File: src/rtl/lsu.sv
// RV32I load/store unit: one data-memory request per op over valid/ready,
// with store lane replication/byte enables and load extraction/extension.
module lsu #(
  parameter int unsigned N_BITS = 32,
  parameter int unsigned N_IDX  = 5
) (
  input  logic              clk,
  input  logic              rst,
  input  logic              ex_valid,
  output logic              ex_ready,
  input  logic              is_store,
  input  logic [2:0]        funct3,
  input  logic [N_BITS-1:0] addr,
  input  logic [N_BITS-1:0] wdata,
  input  logic [N_IDX-1:0]  rd_idx,
  output logic              dmem_req_valid,
  input  logic              dmem_req_ready,
  output logic              dmem_req_we,
  output logic [N_BITS-1:0] dmem_req_addr,
  output logic [3:0]        dmem_req_be,
  output logic [N_BITS-1:0] dmem_req_wdata,
  input  logic              dmem_resp_valid,
  input  logic [N_BITS-1:0] dmem_resp_rdata,
  output logic              wb_valid,
  output logic [N_IDX-1:0]  wb_rd_idx,
  output logic [N_BITS-1:0] wb_data,
  output logic              fault,
  output logic [N_BITS-1:0] fault_addr
);

  typedef enum logic [1:0] {StIdle, StReq, StWait} state_e;

  state_e             state_q, state_d;
  logic               is_store_q;
  logic [2:0]         funct3_q;
  logic [1:0]         lane_q;
  logic [N_IDX-1:0]   rd_idx_q;

  logic               accept, legal, misaligned, go, bad;
  logic [3:0]         st_be;
  logic [N_BITS-1:0]  st_data;
  logic [7:0]         ld_byte;
  logic [15:0]        ld_half;
  logic [N_BITS-1:0]  ld_data;

  assign ex_ready = (state_q == StIdle) && !rst;
  assign accept   = ex_valid && ex_ready;

  always_comb begin
    legal      = 1'b0;
    misaligned = 1'b0;
    if (is_store) begin
      legal = (funct3 == 3'b000) || (funct3 == 3'b001) || (funct3 == 3'b010);
    end else begin
      legal = (funct3 == 3'b000) || (funct3 == 3'b001) || (funct3 == 3'b010) ||
              (funct3 == 3'b100) || (funct3 == 3'b101);
    end
    if (funct3[1:0] == 2'b01) misaligned = addr[0];
    if (funct3[1:0] == 2'b10) misaligned = (addr[1:0] != 2'b00);
  end

  assign go  = accept && legal && !misaligned;
  assign bad = accept && !(legal && !misaligned);

  // Store lanes are replicated so the memory only needs the byte enables.
  always_comb begin
    st_be   = 4'b1111;
    st_data = wdata;
    unique case (funct3[1:0])
      2'b00: begin
        st_be   = 4'b0001 << addr[1:0];
        st_data = {4{wdata[7:0]}};
      end
      2'b01: begin
        st_be   = 4'b0011 << addr[1:0];
        st_data = {2{wdata[15:0]}};
      end
      default: ;
    endcase
  end

  always_comb begin
    ld_byte = dmem_resp_rdata[{lane_q, 3'b000} +: 8];
    ld_half = lane_q[1] ? dmem_resp_rdata[31:16] : dmem_resp_rdata[15:0];
    unique case (funct3_q)
      3'b000:  ld_data = {{(N_BITS-8){ld_byte[7]}}, ld_byte};
      3'b001:  ld_data = {{(N_BITS-16){ld_half[15]}}, ld_half};
      3'b100:  ld_data = {{(N_BITS-8){1'b0}}, ld_byte};
      3'b101:  ld_data = {{(N_BITS-16){1'b0}}, ld_half};
      default: ld_data = dmem_resp_rdata;
    endcase
  end

  always_comb begin
    state_d = state_q;
    unique case (state_q)
      StIdle:  if (go) state_d = StReq;
      StReq:   if (dmem_req_ready) state_d = is_store_q ? StIdle : StWait;
      StWait:  if (dmem_resp_valid) state_d = StIdle;
      default: state_d = StIdle;
    endcase
  end

  always_ff @(posedge clk) begin
    if (rst) state_q <= StIdle;
    else     state_q <= state_d;
  end

  always_ff @(posedge clk) begin
    if (rst) begin
      is_store_q     <= 1'b0;
      funct3_q       <= 3'b000;
      lane_q         <= 2'b00;
      rd_idx_q       <= '0;
      dmem_req_valid <= 1'b0;
      dmem_req_we    <= 1'b0;
      dmem_req_addr  <= '0;
      dmem_req_be    <= 4'b0000;
      dmem_req_wdata <= '0;
      wb_valid       <= 1'b0;
      wb_rd_idx      <= '0;
      wb_data        <= '0;
      fault          <= 1'b0;
      fault_addr     <= '0;
    end else begin
      fault    <= bad;
      wb_valid <= 1'b0;
      if (bad) fault_addr <= addr;
      if (go) begin
        is_store_q     <= is_store;
        funct3_q       <= funct3;
        lane_q         <= addr[1:0];
        rd_idx_q       <= rd_idx;
        dmem_req_valid <= 1'b1;
        dmem_req_we    <= is_store;
        dmem_req_addr  <= {addr[N_BITS-1:2], 2'b00};
        dmem_req_be    <= is_store ? st_be : 4'b1111;
        dmem_req_wdata <= st_data;
      end
      if (state_q == StReq && dmem_req_ready) dmem_req_valid <= 1'b0;
      if (state_q == StWait && dmem_resp_valid) begin
        wb_valid  <= 1'b1;
        wb_rd_idx <= rd_idx_q;
        wb_data   <= ld_data;
      end
    end
  end

endmodule

File: config.mk
export PLATFORM = sky130hd
export DESIGN_NAME = lsu
export DESIGN_NICKNAME = d
export VERILOG_FILES = /design/src/rtl/lsu.sv
export SDC_FILE = /design/constraint.sdc
export NUM_CORES = 1
export LEC_CHECK = 0
export CAP_MARGIN = 30
export CELL_PAD_IN_SITES_DETAIL_PLACEMENT = 1
export CELL_PAD_IN_SITES_GLOBAL_PLACEMENT = 1
export CORE_MARGIN = 2
export CORE_UTILIZATION = 28
export CTS_CLUSTER_DIAMETER = 60
export DETAILED_ROUTE_END_ITERATION = 10
export PLACE_DENSITY = 0.89
export SYNTH_ARGS = -nofsm -noshare
export SYNTH_HDL_FRONTEND = slang
export SYNTH_SLANG_ARGS = --single-unit
File: constraint.sdc
create_clock -name clk -period 2.1 [get_ports clk]
set_clock_uncertainty 0.05 [all_clocks]
set_input_delay 0.525 -clock clk [delete_from_list [all_inputs] [get_ports clk]]
set_output_delay 0.525 -clock clk [all_outputs]
set_load 0.03 [all_outputs]
==> impl_metrics.ini <==
[run_status]
outcome = complete, no violations

[place]
numPortBuffers = 249
pre_cts_slack_ps = -520
gp_congestion = 0.854
placed_cell_area_sq_um = 9350
post-dp-hpwl_microns = 17700

[global_routing]
grt_pass1_wl_microns = 39300
grt_pass1_vias = 7128
grt-ovfl-total = 0
grt_max_degree = 112
grtUsageTotal_pct = 21.0
antenna_found_initial = 3

[worst_setup_path]
reg2reg_to = dmem_req_be[2]$_SDFFE_PP0P_
critical_path_required_ps = 1520
crit_slowest_cell = clkdlybuf4s50_1
worst-path-stages = 1
crit_fanout = 2
ff2ff_setup_slack_ps = 210
worst-path-buf-inv = 1
cp_top_family = buffers and inverters
path_cells = clkdlybuf4s50_1
end_kind = output port
ff2ff_path_depth = 6
slowest_delay_ps = 720
crit_type = reg -> out
r2r-start = state_q[1]$_SDFFE_PP0P_
critPathLaunchType = register
critPathArrivalTime_ps = 1490

[layout]
fillCellCount = 2502
multi_input_area_sq_um = 2960
drive_gt1_share_pct = 10.9
layout_commonest_cell = clkdlybuf4s50_1
area_growth_pct = 63.6
seq_area_sq_um = 3020
final_nets = 1145
final_cell_mix = 233 x clkdlybuf4s50_1, 231 x nand2_1, 151 x dfxtp_1
final_cell_area_sq_um = 10200

[logic_synthesis]
synthDistinctLibCells = 41
async_flop_share_pct = 0
yosysSeqAreaShare_pct = 48.5
synth_top_area_cell = dfxtp_1
synth_top_area_share_pct = 48.5
ys_warn_count = 0
synth_cells = 773
synth_area_per_cell_sq_um = 8.06
synth_flop_cell = dfxtp_1
ys_seq_elements = 151
syn_area_sq_um = 6230
synth_area_leaders = dfxtp_1 49%, nand2_1 14%, a21oi_1 8.9%
synth-edff-count = 0

[power]
p_int_mw = 5.75
pwr-share-comb_pct = 14.8
power_switching_mw = 1.93
ir_drop_mv = 0.438
p_sw_share_pct = 25.1
power_density_nw_per_um2 = 754
power.share.clock_pct = 46.0
leakagePower_nw = 3.75
power_frac_seq_pct = 39.1

[floorplanning]
core_sq_um = 21800
rows = 54
die_area_sq_um = 23500
chipHeight_microns = 153
die_w_microns = 153
io_pins = 252
initial_core_util_pct = 28.6

[hold_path]
hold-path-cell-count = 2
holdPathEnd = wb_rd_idx[4]$_SDFFE_PP0P_
hp-class = reg -> reg
hold_path_startpoint = rd_idx_q[4]$_SDFFE_PP0P_

[timing]
rsz0062_at_grt = false
fin_crit_ps = 2060
setup-violations-final = 0
max_freq_mhz = 485
fin_crit_sh_pct = 98.1
maxSlewHeadroom_pct = 60.2
worst_pin_slew_ps = 596
worst_slack_ps = 39.1
final.setup.tns_ps = 0
finalHoldViolations = 0
final_max_slew_viol_count = 0

[detailed_routing]
wl_per_cell_microns = 18.9
drtAntennaViolNets = 0
avgViaCountPerCell = 5.04
num_vias = 6698
drtPass1Iterations = 4
route.detailed.drc = 0
drt-initial-drc-count = 252
wirelength_microns = 25200

[cts]
cts.sinks = 151
clock_path_buffers = 2
cts_root_buf = clkbuf_16
tritoncts = built
cts_buffers = 17
cts.htree.levels = 4
clk_pin_slew_worst_paths_ps = 70
clkLatencyLatePin_ps = 420

[flow_run]
maxCapViolCount = 0
[cell type report]
cell class	instances	area share [%]
Clock inverter	11	2.16
Inverter	2	0.0736
Tap cell	280	3.44
Sequential cell	151	29.6
Clock buffer	20	4.38
Timing Repair Buffer	309	31.2
Multi-Input combinational cell	554	29.1
Antenna cell	3	0.0736
[metrics by stage]
step                cells  utilization (%)  hold WS, ps  power, mW
floorplan             774                -          382       3.58
global placement     1291             42.9          388       4.15
detailed placement   1291             42.9          397       4.18
CTS                  1323             46.1          406       7.76
global route         1328             46.7          417       7.97
finish               1330             46.7          400       7.69
[logic make-up (layout without fill, tap and decap cells)]
| family | after synthesis | after routing | share of synthesized area, % |
|---|---|---|---|
| AOI/OAI and AO/OA | 199 | 199 | 19.7 |
| buffers and inverters | 69 | 342 | 4.86 |
| DFF | 151 | 151 | 48.5 |
| muxes | 33 | 33 | 5.66 |
| other | 1 | 5 | 0.0602 |
| and+or+nand+nor | 320 | 320 | 21.3 |
[routing by layer]
layer  global-route usage, %  part of all wire [%]  wire length, microns
met1                    24.3                    40                 10200
met2                    36.0                    49                 12300
met3                    7.46                   7.7                  1940
met4                    7.14                   3.0                   746
met5                       0                     0                     0
[registers in the layout, indices dropped and copies added, names as in the netlist]
| signal | flops |
|---|---|
| funct3_q | 3 |
| dmem_req_valid | 1 |
| dmem_req_addr | 30 |
| wb_data | 32 |
| fault | 1 |
| wb_rd_idx | 5 |
| is_store_q | 1 |
| lane_q | 2 |
| fault_addr | 32 |
| dmem_req_wdata | 32 |
| dmem_req_be | 4 |
| state_q | 2 |
| wb_valid | 1 |
| rd_idx_q | 5 |
[worst max-delay path by stage]
stage | start | to | slack, ps
final | dmem_req_wdata[9]$_SDFFE_PP0P_ | dmem_req_wdata[9] | 40
after global placement | ex_valid | dmem_req_wdata[12]$_SDFFE_PP0P_ | -370
after CTS | addr[0] | dmem_req_addr[16]$_SDFFE_PP0P_ | -8
after floorplan | addr[1] | dmem_req_wdata[14]$_SDFFE_PP0P_ | 70
after global routing | dmem_req_addr[8]$_SDFFE_PP0P_ | dmem_req_addr[8] | 1
after detailed placement | ex_valid | dmem_req_wdata[12]$_SDFFE_PP0P_ | -520
[Yosys cell counts (7+ instances only)]
library cell and count:
o21ai_0 18, a21oi_1 111, dfxtp_1 151, nor3b_1 8, nand2_1 231, a2111oi_0 8, nor4bb_1 7, buf_2 20
a311oi_1 12, a211oi_1 33, clkbuf_1 39, mux2i_1 24, o22a_1 7, mux2_2 8, nor2_1 60
[power groups by stage]
stage / Clock [mW] / Combinational [mW] / Sequential (mW)
6_report: 3.54 / 1.14 / 3.01
5_1_grt: 3.74 / 1.21 / 3.02
4_1_cts: 3.62 / 1.12 / 3.01
3_5_place_dp: 0 / 1.11 / 3.07
3_3_place_gp: 0 / 1.08 / 3.07
2_1_floorplan: 0 / 0.350 / 3.23
[timing repair]
item | 4_1_cts | 5_1_grt
endpoints found under the setup margin | 4 | 96
hold buffers | 0 | 0
gates cloned | 1 | 2
setup buffers | 0 | 2
pin swaps | 1 | 4
resized for setup | 4 | 19
No activity file was read; power rests on OpenSTA's default activity.
